===== src/rtl/i2c_write_sequencer_if.sv =====
// -----------------------------------------------------------------------------
// i2c_write_sequencer_if
// Bundles the requester side and the byte-engine side of the I2C write
// sequencer.
//   Requester side : Req, ReqAddr, ReqReg, ReqData  -> sequencer
//                    Grant, Done, Error, Busy       <- sequencer
//   Engine side    : TxData, TxStart, TxStop, TxValid, TxAbort <- sequencer
//                    TxReady, TxDone, TxNack                   -> sequencer
// modport master : the sequencer itself
// modport slave  : the environment (requesters + byte engine)
// -----------------------------------------------------------------------------
interface i2c_write_sequencer_if #(
    parameter int NUM_REQ = 2
);
    logic [NUM_REQ-1:0]   Req;
    logic [7*NUM_REQ-1:0] ReqAddr;
    logic [8*NUM_REQ-1:0] ReqReg;
    logic [8*NUM_REQ-1:0] ReqData;
    logic [NUM_REQ-1:0]   Grant;
    logic [NUM_REQ-1:0]   Done;
    logic [NUM_REQ-1:0]   Error;
    logic                 Busy;
    logic [7:0]           TxData;
    logic                 TxStart;
    logic                 TxStop;
    logic                 TxValid;
    logic                 TxReady;
    logic                 TxDone;
    logic                 TxNack;
    logic                 TxAbort;

    modport master (
        input  Req, ReqAddr, ReqReg, ReqData, TxReady, TxDone, TxNack,
        output Grant, Done, Error, Busy, TxData, TxStart, TxStop, TxValid, TxAbort
    );

    modport slave (
        output Req, ReqAddr, ReqReg, ReqData, TxReady, TxDone, TxNack,
        input  Grant, Done, Error, Busy, TxData, TxStart, TxStop, TxValid, TxAbort
    );
endinterface


===== src/rtl/i2c_write_sequencer.sv =====
// -----------------------------------------------------------------------------
// i2c_write_sequencer
// Runs complete 3-byte I2C register writes (START, addr+W, reg, data, STOP)
// through one shared byte-level transmitter, arbitrating round-robin between
// NUM_REQ requesters. Reports Done/Error per requester (NACK or timeout).
// Ports:
//   Clock   : system clock, rising edge
//   Reset_n : synchronous active-low reset
//   bus     : i2c_write_sequencer_if.master (requester + byte engine signals)
// -----------------------------------------------------------------------------
module i2c_write_sequencer #(
    parameter int NUM_REQ        = 2,
    parameter int TIMEOUT_CYCLES = 4096
) (
    input logic                   Clock,
    input logic                   Reset_n,
    i2c_write_sequencer_if.master bus
);
    localparam int PW = (NUM_REQ > 1) ? $clog2(NUM_REQ) : 1;
    localparam int TW = (TIMEOUT_CYCLES > 1) ? $clog2(TIMEOUT_CYCLES) : 1;
    localparam logic [TW-1:0] TMO_LAST = TW'(TIMEOUT_CYCLES - 1);

    typedef enum logic [2:0] {
        IDLE, ADDR, ADDR_W, REG, REG_W, DATA, DATA_W, FINISH
    } state_t;

    state_t             r_state, w_next;
    logic [PW-1:0]      r_ptr;
    logic [PW-1:0]      r_idx;
    logic [NUM_REQ-1:0] r_grant;
    logic [6:0]         r_addr;
    logic [7:0]         r_reg;
    logic [7:0]         r_data;
    logic               r_ok;
    logic [TW-1:0]      r_tmo;

    // Per-requester views of the packed request fields.
    logic [6:0] w_addr_a [NUM_REQ];
    logic [7:0] w_reg_a  [NUM_REQ];
    logic [7:0] w_data_a [NUM_REQ];

    for (genvar g = 0; g < NUM_REQ; g++) begin : g_slice
        assign w_addr_a[g] = bus.ReqAddr[7*g +: 7];
        assign w_reg_a[g]  = bus.ReqReg[8*g +: 8];
        assign w_data_a[g] = bus.ReqData[8*g +: 8];
    end

    // Round-robin pick: first set Req bit at or after r_ptr, wrapping.
    logic               w_found;
    logic [PW-1:0]      w_win;
    logic [PW-1:0]      w_cand;
    logic [NUM_REQ-1:0] w_win_oh;

    always_comb begin
        w_found  = 1'b0;
        w_win    = '0;
        w_cand   = '0;
        w_win_oh = '0;
        for (int k = 0; k < NUM_REQ; k++) begin
            w_cand = PW'((int'(r_ptr) + k) % NUM_REQ);
            if (!w_found && bus.Req[w_cand]) begin
                w_found = 1'b1;
                w_win   = w_cand;
            end
        end
        w_win_oh[w_win] = 1'b1;
    end

    // Engine-facing and requester-facing outputs are decoded from state only,
    // except TxAbort which must yield to a TxDone arriving on the expiry cycle.
    logic [7:0]         w_txdata;
    logic               w_txstart, w_txstop, w_txvalid, w_txabort;
    logic [NUM_REQ-1:0] w_done, w_error;
    logic               w_hs, w_expired, w_in_wait;

    assign w_hs      = w_txvalid && bus.TxReady;
    assign w_expired = (r_tmo == TMO_LAST);
    assign w_in_wait = (r_state == ADDR_W) || (r_state == REG_W) || (r_state == DATA_W);

    always_ff @(posedge Clock) begin
        if (!Reset_n) r_state <= IDLE;
        else          r_state <= w_next;
    end

    always_comb begin
        w_next    = r_state;
        w_txdata  = 8'h00;
        w_txstart = 1'b0;
        w_txstop  = 1'b0;
        w_txvalid = 1'b0;
        w_txabort = 1'b0;
        w_done    = '0;
        w_error   = '0;
        case (r_state)
            IDLE: if (w_found) w_next = ADDR;
            ADDR: begin
                w_txdata  = {r_addr, 1'b0};
                w_txstart = 1'b1;
                w_txvalid = 1'b1;
                if (bus.TxReady) w_next = ADDR_W;
            end
            REG: begin
                w_txdata  = r_reg;
                w_txvalid = 1'b1;
                if (bus.TxReady) w_next = REG_W;
            end
            DATA: begin
                w_txdata  = r_data;
                w_txstop  = 1'b1;
                w_txvalid = 1'b1;
                if (bus.TxReady) w_next = DATA_W;
            end
            ADDR_W, REG_W, DATA_W: begin
                if (bus.TxDone) begin
                    if (bus.TxNack)            w_next = FINISH;
                    else if (r_state == ADDR_W) w_next = REG;
                    else if (r_state == REG_W)  w_next = DATA;
                    else                        w_next = FINISH;
                end else if (w_expired) begin
                    w_txabort = 1'b1;
                    w_next    = FINISH;
                end
            end
            FINISH: begin
                if (r_ok) w_done  = r_grant;
                else      w_error = r_grant;
                w_next = IDLE;
            end
            default: w_next = IDLE;
        endcase
    end

    always_ff @(posedge Clock) begin
        if (!Reset_n) begin
            r_ptr   <= '0;
            r_idx   <= '0;
            r_grant <= '0;
            r_addr  <= '0;
            r_reg   <= '0;
            r_data  <= '0;
            r_ok    <= 1'b0;
            r_tmo   <= '0;
        end else begin
            if (w_hs)           r_tmo <= '0;
            else if (w_in_wait) r_tmo <= r_tmo + 1'b1;

            case (r_state)
                IDLE: if (w_found) begin
                    // Snapshot the winner so later input changes cannot
                    // corrupt the write in flight.
                    r_idx   <= w_win;
                    r_grant <= w_win_oh;
                    r_addr  <= w_addr_a[w_win];
                    r_reg   <= w_reg_a[w_win];
                    r_data  <= w_data_a[w_win];
                    r_ok    <= 1'b0;
                end
                DATA_W: if (bus.TxDone && !bus.TxNack) r_ok <= 1'b1;
                FINISH: begin
                    r_ptr   <= (r_idx == PW'(NUM_REQ - 1)) ? '0 : r_idx + 1'b1;
                    r_grant <= '0;
                end
                default: ;
            endcase
        end
    end

    assign bus.TxData  = w_txdata;
    assign bus.TxStart = w_txstart;
    assign bus.TxStop  = w_txstop;
    assign bus.TxValid = w_txvalid;
    assign bus.TxAbort = w_txabort;
    assign bus.Done    = w_done;
    assign bus.Error   = w_error;
    assign bus.Grant   = r_grant;
    assign bus.Busy    = (r_state != IDLE);
endmodule

===== src/flat_wrapper.sv =====
// flat-port wrapper written by rule: the top's interface ports become plain ports
module i2c_write_sequencer_flat 
#(
    parameter int NUM_REQ        = 2,
    parameter int TIMEOUT_CYCLES = 4096
)
  (Clock, Reset_n, bus_Req, bus_ReqAddr, bus_ReqReg, bus_ReqData, bus_TxReady, bus_TxDone, bus_TxNack, bus_Grant, bus_Done, bus_Error, bus_Busy, bus_TxData, bus_TxStart, bus_TxStop, bus_TxValid, bus_TxAbort);
  i2c_write_sequencer_if #(.NUM_REQ(NUM_REQ)) bus_i ();
  input logic Clock;
  input logic Reset_n;
  input wire logic [$bits(bus_i.Req)-1:0] bus_Req;
  input wire logic [$bits(bus_i.ReqAddr)-1:0] bus_ReqAddr;
  input wire logic [$bits(bus_i.ReqReg)-1:0] bus_ReqReg;
  input wire logic [$bits(bus_i.ReqData)-1:0] bus_ReqData;
  input wire logic [$bits(bus_i.TxReady)-1:0] bus_TxReady;
  input wire logic [$bits(bus_i.TxDone)-1:0] bus_TxDone;
  input wire logic [$bits(bus_i.TxNack)-1:0] bus_TxNack;
  output wire logic [$bits(bus_i.Grant)-1:0] bus_Grant;
  output wire logic [$bits(bus_i.Done)-1:0] bus_Done;
  output wire logic [$bits(bus_i.Error)-1:0] bus_Error;
  output wire logic [$bits(bus_i.Busy)-1:0] bus_Busy;
  output wire logic [$bits(bus_i.TxData)-1:0] bus_TxData;
  output wire logic [$bits(bus_i.TxStart)-1:0] bus_TxStart;
  output wire logic [$bits(bus_i.TxStop)-1:0] bus_TxStop;
  output wire logic [$bits(bus_i.TxValid)-1:0] bus_TxValid;
  output wire logic [$bits(bus_i.TxAbort)-1:0] bus_TxAbort;
  assign bus_i.Req = bus_Req;
  assign bus_i.ReqAddr = bus_ReqAddr;
  assign bus_i.ReqReg = bus_ReqReg;
  assign bus_i.ReqData = bus_ReqData;
  assign bus_i.TxReady = bus_TxReady;
  assign bus_i.TxDone = bus_TxDone;
  assign bus_i.TxNack = bus_TxNack;
  assign bus_Grant = bus_i.Grant;
  assign bus_Done = bus_i.Done;
  assign bus_Error = bus_i.Error;
  assign bus_Busy = bus_i.Busy;
  assign bus_TxData = bus_i.TxData;
  assign bus_TxStart = bus_i.TxStart;
  assign bus_TxStop = bus_i.TxStop;
  assign bus_TxValid = bus_i.TxValid;
  assign bus_TxAbort = bus_i.TxAbort;
  i2c_write_sequencer #(.NUM_REQ(NUM_REQ), .TIMEOUT_CYCLES(TIMEOUT_CYCLES)) u_core (.Clock(Clock), .Reset_n(Reset_n), .bus(bus_i));
endmodule

===== config.mk =====
export PLATFORM = sky130hd
export DESIGN_NAME = i2c_write_sequencer_flat
export DESIGN_NICKNAME = d
export VERILOG_FILES = /design/src/rtl/i2c_write_sequencer_if.sv /design/src/rtl/i2c_write_sequencer.sv /design/src/flat_wrapper.sv
export SDC_FILE = /design/constraint.sdc
export NUM_CORES = 1
export LEC_CHECK = 0
export BUFFER_PORTS_ARGS = -buffer_cell sky130_fd_sc_hd__clkbuf_2
export CAP_MARGIN = 20
export CORE_AREA = 2 2 75 77
export CTS_CLUSTER_SIZE = 20
export DETAILED_ROUTE_END_ITERATION = 10
export DIE_AREA = 0 0 77 79
export HOLD_SLACK_MARGIN = 0.05
export PLACE_DENSITY = 0.72
export SLEW_MARGIN = 15
export SYNTH_ARGS = -nofsm -noshare
export SYNTH_HDL_FRONTEND = slang
export SYNTH_SLANG_ARGS = --single-unit

===== constraint.sdc =====
create_clock -name Clock -period 1.4 [get_ports Clock]
set_input_delay 0.07 -clock Clock [delete_from_list [all_inputs] [get_ports Clock]]
set_output_delay 0.07 -clock Clock [all_outputs]
set_load 0.02 [all_outputs]

=== Yosys cells after proc, flatten, opt, wreduce, memory -nomap -nowiden ===
Index checks and enable logic that the tools add are counted.

* Flip-flop bits (word level): 43
* Input bits: 53
* Output and inout bits: 19
* Logic and storage cells: 98

* $add $sub $neg: 3
* Magnitude comparators: 5
* Eq/ne operators: 14
* Multiplexer cells: 46
* Bitwise operators: 2
* Reductions and logical operators: 19

{| class="wikitable"
|+ Operators with widths
! kind !! count
|-
| 8-bit two-way mux || 6
|-
| 3-bit two-way mux || 8
|-
| 8-bit case mux with 3 select lines || 1
|-
| 7-bit two-way mux || 3
|-
| 1-bit two-way mux || 18
|-
| 3-bit case mux with 6 select lines || 1
|-
| 12-bit by 1-bit adder with 12-bit output (second input constant) || 1
|-
| 12-bit equality test (second input constant) || 1
|-
| 3-bit equality test (second input constant) || 4
|-
| 2-bit two-way mux || 6
|-
| 2-bit inequality test (second input constant) || 4
|-
| 3-bit by 2-bit equality test with 1-bit output (second input constant) || 2
|-
| 1-bit by 2-bit < comparator with 1-bit output (second input constant) || 3
|-
| 3-bit OR reduction || 2
|-
| 5-bit AND reduction || 1
|-
| 1-bit logical AND || 4
|-
| 2-bit case mux with 2 select lines || 1
|-
| 2-bit AND reduction || 2
|-
| 2-bit nonzero test || 2
|-
| 3-bit by 1-bit equality test with 1-bit output (second input constant) || 1
|-
| 3-bit logical NOT || 1
|-
| 3-bit by 2-bit inequality test with 1-bit output (second input constant) || 1
|-
| 3-bit AND reduction || 1
|-
| 3-bit nonzero test || 1
|-
| 11 further kinds || 14
|}

=== Logic depth before layout (Yosys ltp) ===
Gate-level depths: netlist (run 1).

* Depth in word-level cells: 12
* Depth in mapped cells: 8
* Gate-level depth less buffers: 5

=== Worst setup path before layout (run 1) ===
Ideal clock, no wire load.

* Kind: register to output
* Start point: register u_core.r_tmo[0]
* End point: output port bus_TxAbort
* Data arrival time: 1.555 ns
* Slack: -0.225 ns
* Cell stages (with the launch flop): 5
* Buffers on the path: 0
* Cell sequence: dfxtp_1 -> ha_1 -> nand2_1 -> or3_1 -> nor4_2

* Cells in the longest elaborated chain, start to end: 4

{| class="wikitable"
|+ RTL lines
! what !! RTL line !! text
|-
| start, declared || i2c_write_sequencer.sv:35 || <nowiki>logic [TW-1:0] r_tmo;</nowiki>
|-
| start signal, assigned || i2c_write_sequencer.sv:145 || <nowiki>else if (w_in_wait) r_tmo <= r_tmo + 1'b1;</nowiki>
|-
| 12-bit equality test || i2c_write_sequencer.sv:77 || <nowiki>assign w_expired = (r_tmo == TMO_LAST);</nowiki>
|-
| 1-bit two-way mux || i2c_write_sequencer.sv:119 || <nowiki>end else if (w_expired) begin</nowiki>
|-
| 1-bit two-way mux || i2c_write_sequencer.sv:114 || <nowiki>if (bus.TxDone) begin</nowiki>
|-
| 1-bit two-way mux || i2c_write_sequencer.sv:94 || <nowiki>case (r_state)</nowiki>
|-
| end, declared || flat_wrapper.sv:26 || <nowiki>output wire logic [$bits(bus_i.TxAbort)-1:0] bus_TxAbort;</nowiki>
|}

No other way between the ends.

=== Final worst setup path (run 1) ===
* Start point: register u_core.r_state[2]
* End point: register u_core.r_addr[3]

* Cells in the longest elaborated chain, start to end: 2

{| class="wikitable"
|+ RTL lines
! what !! RTL line !! text
|-
| start, declared || i2c_write_sequencer.sv:27 || <nowiki>state_t r_state, w_next;</nowiki>
|-
| start signal, assigned || i2c_write_sequencer.sv:82 || <nowiki>else r_state <= w_next;</nowiki>
|-
| 3-bit logical NOT || i2c_write_sequencer.sv:147 || <nowiki>case (r_state)</nowiki>
|-
| 2-bit AND reduction (no line) || - ||
|-
| end signal, assigned || i2c_write_sequencer.sv:153 || <nowiki>r_addr <= w_addr_a[w_win];</nowiki>
|-
| end, declared || i2c_write_sequencer.sv:31 || <nowiki>logic [6:0] r_addr;</nowiki>
|}

No other way between the ends.
A chain may end at the register's enable or synchronous reset.

==> results.ini, run 1 <==
[status]
status=complete, but fails checks
failed_checks=negative setup slack

[die]
dieArea_mm2=0.006083
io_pins=72
starting_utilization_of_the_core_area_pct=42.62
fp.coreArea_mm2=0.005338
floorplan.rows=27
die_height_um=79
die_outline_width_um=77

[global_routing]
total_gr_overflow=0
grt_start_max_net_pins=24
grt_pass1_wl_mm=11.59
grt_pass1_vias=2439
antenna_found_initial=0
grt_util_all_layers_pct=24.13

[worst_setup_path]
timing.setup.critical_path_class=flip-flop to flip-flop
crit_end=u_core.r_addr[3]
critical_path.startpoint=u_core.r_state[2]
cp_max_fo=8
worst_setup_path_start_kind=flip-flop
regToRegEndpoint=u_core.r_addr[3]
worstPathRequired_ns=1.63
worstRegToRegCells=10
critical_path.cell_chain=buf_6 > buf_16 > buf_6 > nor3_4 > inv_2 > nor2_4 > buf_6 > buf_16 > o21ai_1 > a21oi_1
critPathMaxStageDelay_ns=0.38
worst_ep_arrival_time_ns=1.94
worst_path_most_repeated_cell=buf_6
timing.rr.start=u_core.r_state[2]
worst_path_max_delay_cell=dfxtp_4
timing.reg2reg.setup_slack_ns=-0.31
crit_path_end_kind=flip-flop

[clocking]
clock-root-buffer=clkbuf_8
clkSinkCount=43
cts_buffers=5
clk-insertion-delay-late_ns=0.30
clk_pin_slew_worst_paths_ns=0.09
h-tree-depth=2
cts.hold.buffers_added=0
cts_max_path_buffers=2
cts_tree=built

[routing]
routed-via-count=2431
drt_pass1_iterations=4
route.detailed.drc=0
routed_wire_length_per_instance_um=16.82
vias_per_cell=5.319
ant_nets=0
drt_iter0_markers=87
detail_route.wirelength_mm=7.689

[place]
place_congestion=0.8118
placed_cell_area_mm2=0.002939
buffer_ports.inserted=71
detailed_place_hpwl_mm=3.930

[finish]
syn_to_final_growth_pct=69.80
multi_input_comb_area_mm2=0.001587
fill_cells=375
layout.cell_area.non_filler_mm2=0.003862
num_antenna_cells=0
post_route_cells_drive_above_1_share_pct=58.18
final_net_count=438
number_of_flip_flops_under_the_largest_register_name=12
seqCellArea_um2=875.8

[synthesis]
synth_seq_area_share_pct=37.84
syn-instance-count=261
postSynthAreaPerCell_um2=8.715
synth_seq_cells=43
distinct_cell_type_count_of_the_synthesized_netlist=41
post-synth-top-area-fraction_pct=37.84
post_synth_instance_area_mm2=0.002275
synth.yosys.warnings=0
yosys-top-cells-area=dfxtp_1 (38%), mux2i_1 (13%), o21ai_0 (7.5%)
synthDominantAreaCellType=dfxtp_1
synth.net_count=315

[min_path]
hold_path_class=input pin to flip-flop
hold_path_depth=3

[sta]
period_minus_slack_ns=1.713
grt_setup_unrepaired=yes
worst_slew_margin_rel_pct=64.02
fin_ws_ns=-0.3128
worstMarginPinSlew_ns=0.5351
report.final.setup_viol=58
report.final.hold_viol_count=0
timing.clock.skew_ns=0.007825
achievable-frequency_ghz=0.5838
finalCritPeriodShare_pct=122.3
final-max-slew-violation-count=0
setup_total_negative_slack_ns=-11.09

[power]
ir_drop_uv=718.5
power.leakage_nw=1.712
p_per_area_mw_per_mm2=1076
p_total_mw=4.155

[job]
max_cap_viols=0

[cell type report]
class	instances	share of cell area, %
Timing Repair Buffer	135	31.03
Inverter	3	0.2915
Multi-Input combinational cell	196	41.08
Clock buffer	8	2.592
Tap cell	72	2.332
Sequential cell	43	22.68
[cell usage in the layout, fill, tap and decap left out, types with 3 or more instances in the layout]
master    instances
a21oi_1          16
a21oi_2          11
and2_1            4
and2_4            6
and3_4            3
buf_12            4
buf_16            4
buf_4            42
buf_6            15
buf_8            12
clkbuf_2         54
clkbuf_8         10
dfxtp_1          35
dfxtp_2           6
mux2i_1          29
nand2_1          18
nand3_1           3
nand4_1           3
nor2_1           14
nor2b_4           3
nor3b_2           3
nor4_1            3
nor4_2            3
o21ai_0           3
o21ai_1           9
o21ai_2          22
xnor2_1           7
[cell families after synthesis]
group           synth area share, %
compound gates                18.26
xor+xnor                      3.466
fa+ha+maj                    0.5500
buf+inv                       5.940
flops                         37.84
mux                           13.70
simple gates                  20.24
[power by group]
part / switching (mW) / leakage (nW) / internal (mW)
sequential: 0.146 / 0.357 / 1.38
clock: 0.439 / 0.0515 / 0.451
combinational: 0.802 / 1.30 / 0.940
[cells in the mapped netlist (all sizes together)]
master  number
dfxtp       43
o21ai       36
mux2i       30
a21oi       27
nand2       21
nor2        15
buf         13
and2        10
nor4         8
xnor2        7
clkbuf       6
nand3        5
nor2b        5
nor3b        4
and3         3
inv          3
nand4        3
nor3         3
a22oi        2
o21a         2
o31ai        2
or3          2
xor2         2
a211oi       1
a21boi       1
a21o         1
ha           1
mux2         1
nand2b       1
o21ba        1
o21bai       1
or2          1
[per-layer routing]
layer / vias to the layer above / track usage, % / wire [um]
li1: 1175 / - / -
met1: 1155 / 27.89 / 3068
met2: 87 / 43.86 / 4070
met3: 14 / 5.909 / 368
met4: 0 / 7.857 / 181
met5: - / 0 / 0
[timing repair]
action,in CTS,in global routing
setup endpoints to repair,21,55
buffers inserted,17,11
pin swaps,23,18
gates cloned,6,0
gates resized for setup,103,74
hold endpoints to repair,0,0
[metrics by stage]
stage / util (%) / std cells / hold slack, ns / setup WS, ns
2_1_floorplan: - / 261 / 0.1795 / -0.006094
3_3_place_gp: 55.06 / 421 / 0.3559 / -0.007844
3_5_place_dp: 55.06 / 421 / 0.3633 / -0.05607
4_1_cts: 67.14 / 451 / 0.05391 / -0.3301
5_1_grt: 72.36 / 457 / 0.07065 / -0.3587
6_report: 72.36 / 457 / 0.05476 / -0.3128
[how the worst min path moves through the flow]
stage                          startpoint                to  slack (ns)
after floorplan                bus_TxDone       bus_TxAbort        0.18
after global placement    bus_ReqData[10]  u_core.r_data[2]        0.36
after detailed placement  bus_ReqData[13]  u_core.r_data[5]        0.36
after CTS                 bus_ReqData[13]  u_core.r_data[5]        0.05
after global routing        bus_ReqReg[9]   u_core.r_reg[1]        0.07
final                     bus_ReqData[13]  u_core.r_data[5]        0.05
[critical path: cells and delay by family, from the launching register on]
kind                   cells  cell delay [ns]
AO/OA/AOI/OAI              2             0.21
flip-flops                 1             0.38
buffers and inverters      6             0.72
AND/OR/NAND/NOR            2             0.32
Note: power is estimated with default switching activity, not from simulation.
==> run 2, diff against run 1 <==
- CORE_AREA: 2 2 75 77 -> 2 2 74 76
- DIE_AREA: 0 0 77 79 -> 0 0 76 78
- PLACE_DENSITY: 0.72 -> 0.74
==> run 2 against run 1 <==
Effect of this change: the run still ends with negative setup slack left; via count fell by 4.2%; cell area fell by 1.5%; register-to-register slack improved by 0.12 ns; critical path depth down 5; clock power is 18% lower; first-iteration DRC count rose by 4.6%; die area is 2.5% lower; setup slack improved by 0.034 ns; wire length down 10%; clock skew shrank 0.0010 ns; non-clock buffer count fell by 9; sequential share of layout area rose by 0.28 points; critical endpoint is now bus_TxAbort; largest power group unchanged.
==> results.ini, run 2 (synthesis gave the netlist of run 1 again) <==
[clocking]
clk-insertion-delay-late_ns=0.30
cts_max_path_buffers=2
h-tree-depth=2
clk_pin_slew_worst_paths_ns=0.07
clock-root-buffer=clkbuf_8
cts.hold.buffers_added=0
clkSinkCount=43
cts_tree=built
cts_buffers=5

[sta]
grt_setup_unrepaired=yes
setup_total_negative_slack_ns=-6.853
worstMarginPinSlew_ns=0.4501
achievable-frequency_ghz=0.5958
report.final.setup_viol=45
hold-worst-slack_ns=0.06359
timing.clock.skew_ns=0.006783
period_minus_slack_ns=1.678
report.final.hold_viol_count=0
final-max-slew-violation-count=0
fin_ws_ns=-0.2784
finalCritPeriodShare_pct=119.9
worst_slew_margin_rel_pct=69.99

[finish]
num_antenna_cells=0
final_net_count=429
layout_common_cells=clkbuf_2 (54), dfxtp_1 (37), buf_4 (33), mux2i_1 (28), o21ai_2 (20)
final_common_cell=clkbuf_2
syn_to_final_growth_pct=67.22
number_of_flip_flops_under_the_largest_register_name=12
post_route_cells_drive_above_1_share_pct=58.02

[die]
dieArea_mm2=0.005928
fp.coreArea_mm2=0.005042
starting_utilization_of_the_core_area_pct=45.11
die_outline_width_um=76
die_height_um=78
floorplan.rows=26
io_pins=72

[global_routing]
grt_pass1_vias=2273
antenna_found_initial=0
total_gr_overflow=0
grt_pass1_wl_mm=10.35
grt_util_all_layers_pct=21.78
grt_start_max_net_pins=26

[worst_setup_path]
critPathMaxStageDelay_ns=0.39
critical_path.cell_chain=ha_4 > nand2_4 > or3_4 > nor4_4 > buf_4
cp_max_fo=2
worst_ep_arrival_time_ns=1.61
crit_path_end_kind=output pin
worst_path_max_delay_cell=or3_4
timing.critical_path.max_delay_family=simple AND/OR/NAND/NOR gates
worstPathBufferInverterCount=1
worst_setup_path_start_kind=flip-flop
worstPathRequired_ns=1.33
timing.setup.critical_path_class=flip-flop to output pin

[power]
seq_power_share_pct=38.7
cellInternalPower_mw=2.620
p_per_area_mw_per_mm2=1040
pwr-share-clk_pct=18.5
combinationalPowerShare_pct=42.8
netSwitchingFraction_pct=33.79
power.leakage_nw=1.678
ir_drop_uv=710.7
p_total_mw=3.957
power_switching_mw=1.337

[place]
buffer_ports.inserted=71
detailed_place_hpwl_mm=3.878
place_congestion=0.8533

[routing]
drt_iter0_markers=91
drt_pass1_iterations=6
route.detailed.drc=0
detail_route.wirelength_mm=6.905
routed_wire_length_per_instance_um=15.55
ant_nets=0
routed-via-count=2329
vias_per_cell=5.245

[status]
status=complete, but fails checks
failed_checks=negative setup slack

[job]
max_cap_viols=0

[min_path]
hold_path_class=input pin to flip-flop

## run 2: changes by cell type in the layout (fill, tap and decap cells not counted), moves of 3 or more
cell and delta:
clkbuf_8 -3, buf_8 -3, o21ai_4 +5, o21ai_1 -3, buf_4 -9, buf_6 +4
## run 2: area by class of cell
type / instances / area [um^2]
fill: 311 / 1239
clock buffer: 6 / 72.57
inverter: 3 / 11.26
tap: 70 / 87.58
timing repair buffer: 126 / 1080
sequential: 43 / 873.3
multi-input combinational: 196 / 1679
## run 2: worst register-to-register path: stages (launching register included)
cell and delay [ns]:
dfxtp_2 0.35, ha_4 0.15, nand2_4 0.05, buf_4 0.13, buf_4 0.13, nor4_2 0.33
o31ai_1 0.15, o31ai_1 0.22
## run 2: what timing repair did
item	4_1_cts	5_1_grt
pin swaps	29	21
resized for setup	97	92
setup buffers	17	11
setup endpoints to repair	34	59
gates cloned	5	1
## run 2: power groups by stage
stage          clock (mW)  sequential (mW)  combinational, mW
5_1_grt             0.788             1.54               1.79
3_5_place_dp            0             1.49              0.902
4_1_cts             0.742             1.48               1.43
6_report            0.733             1.53               1.69
3_3_place_gp            0             1.48              0.889
2_1_floorplan           0             1.47              0.632
## run 2: path summary, 6_finish.rpt
path / start / to / slack [ns] / cells after the start
worst min register to register: u_core.r_idx / u_core.r_idx / 0.49 / 2
worst max register to register: u_core.r_tmo[0] / u_core.r_state[1] / -0.19 / 7
worst min-delay path: bus_ReqReg[14] / u_core.r_reg[6] / 0.06 / 3
worst max-delay path: u_core.r_tmo[0] / bus_TxAbort / -0.28 / 5
## run 2: stage by stage
step | setup WS [ns] | utilization, % | area, um^2 | cells
final | -0.2784 | 75.43 | 3804 | 444
after global routing | -0.3740 | 75.43 | 3804 | 444
after CTS | -0.3191 | 69.40 | 3500 | 439
after detailed placement | -0.05377 | 57.20 | 2884 | 412
after global placement | -0.007554 | 57.20 | 2884 | 412
after floorplan | -0.006094 | - | 2310 | 261
## run 2: metal layers
layer,part of all wire (%),wire [um],global-route usage [%]
met1,39,2674,24.50
met2,54,3727,40.54
met3,5.3,363,5.233
met4,2.0,140,6.909
met5,0,0,0
